==> config.mk <==
export PLATFORM = sky130hd
export DESIGN_NAME = muxn_reg
export DESIGN_NICKNAME = d
export VERILOG_FILES = /design/src/rtl/mux_pkg.sv /design/src/rtl/mux_n_comb.sv /design/src/rtl/muxn_reg.sv
export SDC_FILE = /design/constraint.sdc
export NUM_CORES = 1
export LEC_CHECK = 0
export ABC_AREA = 0
export BUFFER_PORTS_ARGS = -buffer_cell sky130_fd_sc_hd__buf_4
export CAP_MARGIN = 20
export CORE_MARGIN = 1.5
export CORE_UTILIZATION = 41
export DETAILED_ROUTE_END_ITERATION = 8
export PLACE_DENSITY = 0.78
export SYNTH_ARGS = -nofsm -noshare
export SYNTH_HDL_FRONTEND = slang
export SYNTH_HIERARCHICAL = 1
export SYNTH_SLANG_ARGS = --single-unit
==> constraint.sdc <==
create_clock -name clk -period 1.5 [get_ports clk]
set_clock_uncertainty 0.15 [all_clocks]
set_input_delay 0 -clock clk [delete_from_list [all_inputs] [get_ports clk]]
set_output_delay 0 -clock clk [all_outputs]
set_load 0.005 [all_outputs]
==> src/rtl/mux_pkg.sv <==
// Shared constants and the select-width helper for the registered N-to-1 mux.
package mux_pkg;

  localparam int unsigned DATA_W      = 32;
  localparam int unsigned ERR_CNT_W   = 8;
  localparam int unsigned ERR_CNT_MAX = (32'd1 << ERR_CNT_W) - 32'd1;

  // Smallest r with 2**r >= n; returns 0 for n <= 1.
  function automatic int unsigned clog2(input int unsigned n);
    int unsigned r;
    r = 0;
    for (int unsigned i = 0; i < 32; i++) begin
      if ((64'd1 << i) < 64'(n)) r = i + 1;
    end
    return r;
  endfunction

endpackage

==> src/rtl/mux_n_comb.sv <==
// Pure combinational N-to-1 word select; flags whether sel names a real input.
module mux_n_comb #(
  parameter int unsigned WIDTH = 32,
  parameter int unsigned N     = 3,
  parameter int unsigned SEL_W = 2
) (
  input  logic [N*WIDTH-1:0] data_i,
  input  logic [SEL_W-1:0]   sel_i,
  output logic [WIDTH-1:0]   data_c_o,
  output logic               legal_c_o
);

  // Out-of-range selects yield zero so nothing downstream ever sees X.
  always_comb begin
    data_c_o  = '0;
    legal_c_o = 1'b0;
    for (int unsigned k = 0; k < N; k++) begin
      if (32'(sel_i) == k) begin
        data_c_o  = data_i[k*WIDTH +: WIDTH];
        legal_c_o = 1'b1;
      end
    end
  end

endmodule

==> src/rtl/muxn_reg.sv <==
// Registered N-to-1 mux with valid/ready handshake and sticky out-of-range
// select error reporting (flag plus saturating counter).
module muxn_reg
  import mux_pkg::*;
#(
  parameter int unsigned WIDTH = DATA_W,
  parameter int unsigned N     = 3,
  parameter int unsigned SEL_W = clog2(N)
) (
  input  logic                 clk,
  input  logic                 reset_n,
  input  logic [N*WIDTH-1:0]   in_data,
  input  logic [SEL_W-1:0]     sel,
  input  logic                 in_valid,
  output logic                 in_ready,
  output logic [WIDTH-1:0]     out_data,
  output logic                 out_valid,
  input  logic                 out_ready,
  output logic                 sel_err,
  output logic [ERR_CNT_W-1:0] err_cnt,
  input  logic                 err_clr
);

  logic [WIDTH-1:0]     out_data_q, out_data_d;
  logic                 out_valid_q, out_valid_d;
  logic                 sel_err_q, sel_err_d;
  logic [ERR_CNT_W-1:0] err_cnt_q, err_cnt_d;

  logic [WIDTH-1:0]     sel_data_c;
  logic                 sel_legal_c;
  logic                 accept_c;
  logic                 legal_acc_c;
  logic                 illegal_acc_c;

  mux_n_comb #(
    .WIDTH (WIDTH),
    .N     (N),
    .SEL_W (SEL_W)
  ) u_mux (
    .data_i    (in_data),
    .sel_i     (sel),
    .data_c_o  (sel_data_c),
    .legal_c_o (sel_legal_c)
  );

  assign in_ready      = !out_valid_q || out_ready;
  assign accept_c      = in_valid && in_ready;
  assign legal_acc_c   = accept_c && sel_legal_c;
  assign illegal_acc_c = accept_c && !sel_legal_c;

  always_ff @(posedge clk or negedge reset_n) begin
    if (!reset_n) begin
      out_data_q  <= '0;
      out_valid_q <= 1'b0;
      sel_err_q   <= 1'b0;
      err_cnt_q   <= '0;
    end else begin
      out_data_q  <= out_data_d;
      out_valid_q <= out_valid_d;
      sel_err_q   <= sel_err_d;
      err_cnt_q   <= err_cnt_d;
    end
  end

  // Output slot: drain on consume, refill on legal accept (refill wins).
  always_comb begin
    out_data_d  = out_data_q;
    out_valid_d = out_valid_q;
    if (out_valid_q && out_ready) out_valid_d = 1'b0;
    if (legal_acc_c) begin
      out_data_d  = sel_data_c;
      out_valid_d = 1'b1;
    end
  end

  // An illegal accept in the same cycle as a clear counts from zero.
  always_comb begin
    sel_err_d = sel_err_q;
    err_cnt_d = err_cnt_q;
    if (err_clr) begin
      sel_err_d = 1'b0;
      err_cnt_d = '0;
    end
    if (illegal_acc_c) begin
      sel_err_d = 1'b1;
      if (err_clr)                                     err_cnt_d = ERR_CNT_W'(1);
      else if (err_cnt_q != ERR_CNT_W'(ERR_CNT_MAX))   err_cnt_d = err_cnt_q + ERR_CNT_W'(1);
    end
  end

  assign out_data  = out_data_q;
  assign out_valid = out_valid_q;
  assign sel_err   = sel_err_q;
  assign err_cnt   = err_cnt_q;

endmodule

# After elaboration in Yosys (flattened, before gate mapping)
# Index checks and enable logic that the tools add are counted.
# word_totals
reg_bits,42
input_bits,103
output_inout_bits,43
word_cells,32
# classes
add_sub_neg,1
eq_ne,3
muxes,14
n_reduce_logical,10
# op_table
operator,n
$mux 32,3
$mux 8,4
$add 8x1->8 const B,1
$ne 8x8->1 const B,1
$mux 1,7
$logic_and 1x1->1,4
$reduce_bool 2->1,2
$eq 2x1->1 const B,1
$eq 2x2->1 const B,1
$logic_not 1->1,2
$logic_not 2->1,1
$logic_or 1x1->1,1

# Logic depth before layout (Yosys ltp)
# Gate-level depths: netlist of run 1.
# depth
ltp_word,7
mapped_depth,8
mapped_depth_nobuf,5

# Modules after synthesis
# The synthesis of run 1 kept the hierarchy.
# modules_own_cells
mod,instances,cells_per_inst,area_each_um2,seq_area_each_um2
muxn_reg,1,126,1788.0,1051.0
mux_n_comb,1,78,862.1,0.0

# Worst setup path after synthesis of run 1
# No wires, ideal clock.
# synth_timing
path_type,input port to flip-flop
startpoint,in sel[1]
endpoint,"reg err_cnt_q[7], in the netlist err_cnt[7]"
setup_ps,120
arrival_time_ps,1463
required_ps,1230
path_slack_ps,-234
stages,8
n_path_buf,3
cell_sequence,buf_4 buf_2 nand2_1 nand2b_4 nand2b_4 buf_6 or4_1 o211a_1
# synth_via
elab_chain_len,7
word_cells_on_any_way,9
classes_between,eq/ne: 2; mux: 4; reduce/logical: 3
# synth_lines
item,line_no,rtl
from (decl),muxn_reg.sv:13,"input logic [SEL_W-1:0] sel,"
$logic_not 2->1,mux_n_comb.sv:18,if (32'(sel_i) == k) begin
$mux 1 (2 in series),mux_n_comb.sv:18,
$mux 1 *,mux_n_comb.sv:18,
named net sel_legal_c,muxn_reg.sv:30,logic sel_legal_c;
$logic_not 1->1 *,muxn_reg.sv:49,assign illegal_acc_c = accept_c && !sel_legal_c;
$logic_and 1x1->1 *,muxn_reg.sv:49,
$mux 8 *,muxn_reg.sv:84,if (illegal_acc_c) begin
named net err_cnt_d[7],muxn_reg.sv:27,"logic [ERR_CNT_W-1:0] err_cnt_q, err_cnt_d;"
to (signal assigned),muxn_reg.sv:61,err_cnt_q <= err_cnt_d;
to (decl),muxn_reg.sv:27,
# Mark *: on every way through the listed nets, which the timed path passes. The rest lies on a longest branch.
# A chain may end at the register's enable or synchronous reset.

# Worst setup path in the final report of run 1
# layout_timing
startpoint,"reg err_cnt_q[4], in the netlist err_cnt[4]"
endpoint,"reg err_cnt_q[7], in the netlist err_cnt[7]"
# layout_via
elab_chain_len,4
word_cells_on_any_way,5
classes_between,add/sub: 1; eq/ne: 1; mux: 3
# layout_lines
item,line_no,rtl
$add 8x1->8 or $ne 8x8->1 (tied branches),muxn_reg.sv:87,else if (err_cnt_q != ERR_CNT_W'(ERR_CNT_MAX)) err_cnt_d = err_cnt_q + ERR_CNT_W'(1);
$mux 8 *,muxn_reg.sv:87,
$mux 8 *,muxn_reg.sv:86,if (err_clr) err_cnt_d = ERR_CNT_W'(1);
$mux 8 *,muxn_reg.sv:84,
named net err_cnt_d[7],muxn_reg.sv:27,
# Marks and branches as above.

==> impl_metrics.toml, run 1 <==
[setup_path]
r2r_cells = 4
r2r_end = "err_cnt[7]"
path_buf_inv = 0
crit_chain = "and3_1 -> nand3_2 -> or4_1 -> o211a_1"
setup.worst_path.end_class = "flop"
cp-start-kind = "flop"
crit_required_ps = 1540
critPathMaxFanout = 5
cpLargestDelayFamily = "simple AND/OR/NAND/NOR gates"
reg2reg_slack_ps = -140
cpPeakStageDelay_ps = 510
crit_slowest_cell = "or4_1"
worstPathArrival_ps = 1680
reg2reg_from = "err_cnt[4]"
crit_type = "reg2reg"

[die]
dieHeight_um = 83.40
rows = 29
die-area_um2 = 6955
coreArea_um2 = 6314
die_w_um = 83.40
io_pins = 146
initial_core_util_pct = 41.97

[sta]
rsz0062_at_grt = "yes"
worst_slew_pin_slew_ps = 1038
fmax_mhz = 608.7
final.min_clock_period_ps = 1643
holdWs_ps = 1.310
setup-tns-final_ps = -3574
setup_viol = 37
timing.final.ws_setup_ps = -142.8
fin_crit_sh_pct = 109.5
hold_viol = 0
drv_slew = 0
slew_headroom_pct = 30.67

[global_routing]
grt_usage_pct = 26.64
grt-ovfl-total = 0
grt_pass1_wl_mm = 14.70
grt_max_degree = 43
antenna_found_initial = 0
grt_pass1_vias = 3033

[finish]
stdcell_area_um2 = 4970
drive_gt1_share_pct = 57.40
syn2layout_area_growth_pct = 87.54
final_common_cell = "buf_4"
antenna_cells = 0
nets = 549
final_cell_mix = "buf_4, dlygate4sd3_1, dfrtp_1"
nFillCells = 403
fin_util_pct = 78.72

[pwr]
p_sw_share_pct = 27.31
p_sw_mw = 0.9855
p_clk_share_pct = 21.2
p_leak_nw = 2.428
comb_power_share_pct = 39.0
seqPwrFrac_pct = 39.8
power_density_nw_per_um2 = 726.0
p_int_mw = 2.623
vdd_drop_max_mv = 0.4596

[routing]
wl_per_cell_um = 18.63
drc = 0
routed_wirelength_mm = 9.746
drt_iter0_drc = 93
via_per_inst = 5.140
vias = 2688
dr.pass1.iters = 4
antenna_left = 0

[clock_network]
cts-root-buf = "clkbuf_8"
cts_inserted_buffers = 5
worstSkewPairLatency_ps = 290
path_clk_slew_ps = 80
clock_sinks = 42
cts_max_path_buffers = 2
htreeDepth = 2
cts_tree = "yes"

[synth]
ys_seq_area_share_pct = 39.66
synth.distinct_cells = 37
synth.avg_cell_area_um2 = 12.99
postSynthCellCount = 204
yosysWarnings = 6
synth_nets = 308
synth_area_um2 = 2650
ys_ff_latch = 42

[placement]
routabilityCongestion = 0.8346
port_buffers = 145
dp_hpwl_mm = 5.479
dp_slack_ps = -136.3
placed_area_um2 = 3924

[hold_path]
worstHoldPathType = "in2reg"
min_path_cells = 4
worstHoldEndpoint = "out_data[21]"
worstHoldStart = "in_data[53]"

[flow_run]
drv_cap = 0

[status]
violations = "setup timing"
status = "finished, violations left"
cells in the mapped netlist:
cell type	n	area, um^2
nand2_1	4	15.01
o2bb2ai_2	20	300.3
and3_1	1	6.260
or3_2	1	7.510
nand3_1	4	20.02
inv_2	1	3.750
nor2b_1	1	6.260
buf_6	11	123.9
buf_4	1	7.510
o21ai_0	2	10.01
nand3b_1	1	7.510
buf_8	2	30.03
ha_1	1	12.51
dfrtp_1	42	1051
mux2_4	3	45.04
o2111a_1	1	11.26
a211oi_1	1	7.510
a21o_1	1	7.510
mux2_2	29	326.6
inv_1	2	7.510
nor4_1	1	6.260
buf_2	2	10.01
nand4_1	1	6.260
o31ai_1	2	15.01
nor2b_4	2	27.53
and3_2	1	7.510
clkbuf_1	1	3.750
nor2_1	4	15.01
mux2i_1	33	330.3
nor3_1	3	15.01
or4_1	3	22.52
o211ai_1	2	15.01
or2_2	1	6.260
o2bb2ai_1	12	105.1
nand2b_4	2	27.53
a21oi_1	4	20.02
o211a_1	1	10.01
through the flow:
stage,std cells,total power [mW]
after CTS,517,3.491
after global routing,523,3.775
after detailed placement,435,2.525
after floorplan,204,1.913
after global placement,435,2.494
final,523,3.608
registers in the layout, summed over array words and instances, names as in the netlist:
| signal | count |
|---|---|
| out_data | 32 |
| out_valid | 1 |
| sel_err | 1 |
| err_cnt | 8 |
timing repair:
item | CTS | global route
pin swaps | 4 | 5
hold buffers | 72 | 1
resized for setup | 14 | 23
buffers inserted | 2 | 3
endpoints found under the hold margin | 83 | 1
gates cloned | 0 | 3
endpoints found under the setup margin | 37 | 40
routing by layer:
metal  up-vias  wire, um  GRT usage (%)
li1       1258         -              -
met1      1302      3612          27.37
met5         -         0              0
met4         0       189          8.182
met3        16       506          5.865
met2       112      5438          52.85
how the worst max path moves through the flow:
stage | startpoint | end | slack, ps | depth (start not counted)
floorplan | out_valid | err_cnt[7] | -110 | 6
detailed placement | err_cnt[1] | err_cnt[7] | -140 | 4
CTS | err_cnt[1] | err_cnt[3] | -130 | 5
finish | err_cnt[4] | err_cnt[7] | -140 | 4
global route | out_valid | err_cnt[6] | -220 | 5
global placement | err_cnt[1] | err_cnt[7] | -90 | 4
final cells by class:
class	count	area [um^2]	share of cell area [%]
well taps	77	96.34	1.939
flip-flops and latches	42	1055	21.22
multi-input cells	142	1582	31.82
clock buffers	7	86.33	1.737
clock inverters	1	5.005	0.1007
inverters	3	11.26	0.2266
repair buffers	251	2135	42.95
power groups by stage:
stage	Clock (mW)	Combinational (mW)	Sequential, mW
after floorplan	0	0.468	1.45
after global placement	0	1.06	1.43
after detailed placement	0	1.08	1.44
after CTS	0.776	1.29	1.42
after global routing	0.829	1.49	1.45
final	0.765	1.41	1.43
cells by family after synthesis:
group / synth area share (%)
mux: 26.49
simple gates: 7.413
flops: 39.66
buf+inv: 7.035
fa+ha+maj: 0.4721
compound gates: 18.93
tightest hold or removal path: stages:
cell       delay, ps
buf_4             80
mux2i_1           80
o2bb2ai_2        130
mux2_4           130
No activity file was read; power rests on OpenSTA's default activity.
==> run 2, diff against run 1 <==
--- a/config.mk
+++ b/config.mk
@@ -11,6 +11,7 @@
 export CORE_MARGIN = 1.5
 export CORE_UTILIZATION = 41
 export DETAILED_ROUTE_END_ITERATION = 8
+export HOLD_SLACK_MARGIN = 0.05
 export PLACE_DENSITY = 0.78
 export SYNTH_ARGS = -nofsm -noshare
 export SYNTH_HDL_FRONTEND = slang
==> run 2 against run 1 <==
- the run still ends with setup timing left
- via count increased by 5.1%
- maximum frequency increased by 0.57%
- hold slack improved by 53 ps
- non-clock buffer count increased by 25
- largest cell class unchanged
- highest routed layer unchanged
==> impl_metrics.toml, run 2 (synthesis results as in run 1) <==
[setup_path]
crit_chain = "and3_1 -> nand3_2 -> or4_1 -> o211a_1"
cp-start-kind = "flop"
worstPathArrival_ps = 1680
setup.worst_path.end_class = "flop"
critPathMaxFanout = 5
crit_slowest_cell = "or4_1"
crit_type = "reg2reg"
cpPeakStageDelay_ps = 510
crit_required_ps = 1540

[sta]
setup_viol = 37
drv_slew = 0
rsz0062_at_grt = "yes"
fmax_mhz = 612.2
slew_headroom_pct = 30.81
fin_crit_sh_pct = 108.9
final.min_clock_period_ps = 1634
timing.final.ws_setup_ps = -133.5
holdWs_ps = 54.51
worst_slew_pin_slew_ps = 1036
hold_viol = 0

[status]
violations = "setup timing"
status = "finished, violations left"

[clock_network]
path_clk_slew_ps = 80
cts_max_path_buffers = 2
worstSkewPairLatency_ps = 300
cts-root-buf = "clkbuf_8"
cts_tree = "yes"
clock_sinks = 42
htreeDepth = 2
cts_inserted_buffers = 5

[routing]
vias = 2824
via_per_inst = 5.153
routed_wirelength_mm = 10.11
antenna_left = 0
drc = 0
drt_iter0_drc = 78
wl_per_cell_um = 18.45
dr.pass1.iters = 4

[die]
coreArea_um2 = 6314
dieHeight_um = 83.40
initial_core_util_pct = 41.97
io_pins = 146
die-area_um2 = 6955
die_w_um = 83.40
rows = 29

[finish]
syn2layout_area_growth_pct = 96.98
stdcell_area_um2 = 5220
nFillCells = 363
multiInputGateArea_um2 = 1582
antenna_cells = 0
final_common_cell = "buf_4"
ff_latch_area_um2 = 1055
drive_gt1_share_pct = 54.35
final_cell_mix = "buf_4, dlygate4sd3_1, dfrtp_1"
largest_reg_flops = 32
nets = 574

[placement]
placed_area_um2 = 3924
dp_hpwl_mm = 5.479
port_buffers = 145
routabilityCongestion = 0.8346

[pwr]
vdd_drop_max_mv = 0.4974
power_density_nw_per_um2 = 702.6
p_leak_nw = 2.533
power_mw = 3.668

[global_routing]
gr-max-usage-layer = "met2"
grt_pass1_vias = 3260
grt_usage_pct = 28.89
grt_max_degree = 43
use_met2_pct = 55.80
grt_pass1_wl_mm = 15.79
antenna_found_initial = 0
met1_usage_pct = 28.41
grt-ovfl-total = 0
use_met3_pct = 5.865

[hold_path]
worstHoldPathType = "in2reg"

[flow_run]
drv_cap = 0
-- run 2: critical path: cells and delay by family (launching register included) --
kind               cells  cell delay, ps
and+or+nand+nor        3             800
DFF                    1             430
AOI/OAI and AO/OA      1             150
-- run 2: final cells by class --
class / instances / area share, %
tap: 77 / 1.846
clock buffer: 7 / 1.654
sequential: 42 / 20.21
clock inverter: 1 / 0.09588
inverter: 3 / 0.2157
multi-input combinational: 142 / 30.30
timing repair buffer: 276 / 45.69
-- run 2: timing repair --
item	in CTS	in global routing
pin swaps	4	5
hold buffers	98	0
setup endpoints to repair	37	40
cloned	0	3
gates resized for setup	14	23
hold endpoints to repair	84	0
buffers inserted	2	3
-- run 2: layer usage --
| metal | vias to the layer above | wire, um |
|---|---|---|
| li1 | 1305 | - |
| met1 | 1349 | 3617 |
| met2 | 129 | 5513 |
| met3 | 41 | 499 |
| met4 | 0 | 478 |
| met5 | - | 0 |
-- run 2: final timing paths --
kind	depth (start not counted)	endpoint	slack (ps)	startpoint
setup / recovery	4	err_cnt[7]	-130	err_cnt[4]
hold / removal	4	out_data[20]	50	in_data[20]
setup reg to reg	4	err_cnt[7]	-130	err_cnt[4]
hold reg to reg	1	sel_err	350	sel_err
max in group asynchronous	2	err_cnt[6]	740	reset_n
min in group asynchronous	2	err_cnt[1]	70	reset_n
-- run 2: power breakdown --
group | internal [mW] | leakage (nW) | switching (mW)
registers | 1.32 | 0.530 | 0.117
clock network | 0.372 | 0.0482 | 0.396
logic | 0.977 | 1.95 | 0.490
-- run 2: through the flow --
| stage | util, % | cells | setup WS (ps) | setup TNS, ps |
|---|---|---|---|---|
| after global placement | 62.15 | 435 | -91.09 | -1284 |
| after detailed placement | 62.15 | 435 | -136.3 | -2164 |
| final | 82.68 | 548 | -133.5 | -3349 |
| after CTS | 80.22 | 543 | -134.3 | -2796 |
| after floorplan | - | 204 | -107.1 | -3159 |
| after global routing | 82.68 | 548 | -192.3 | -5299 |
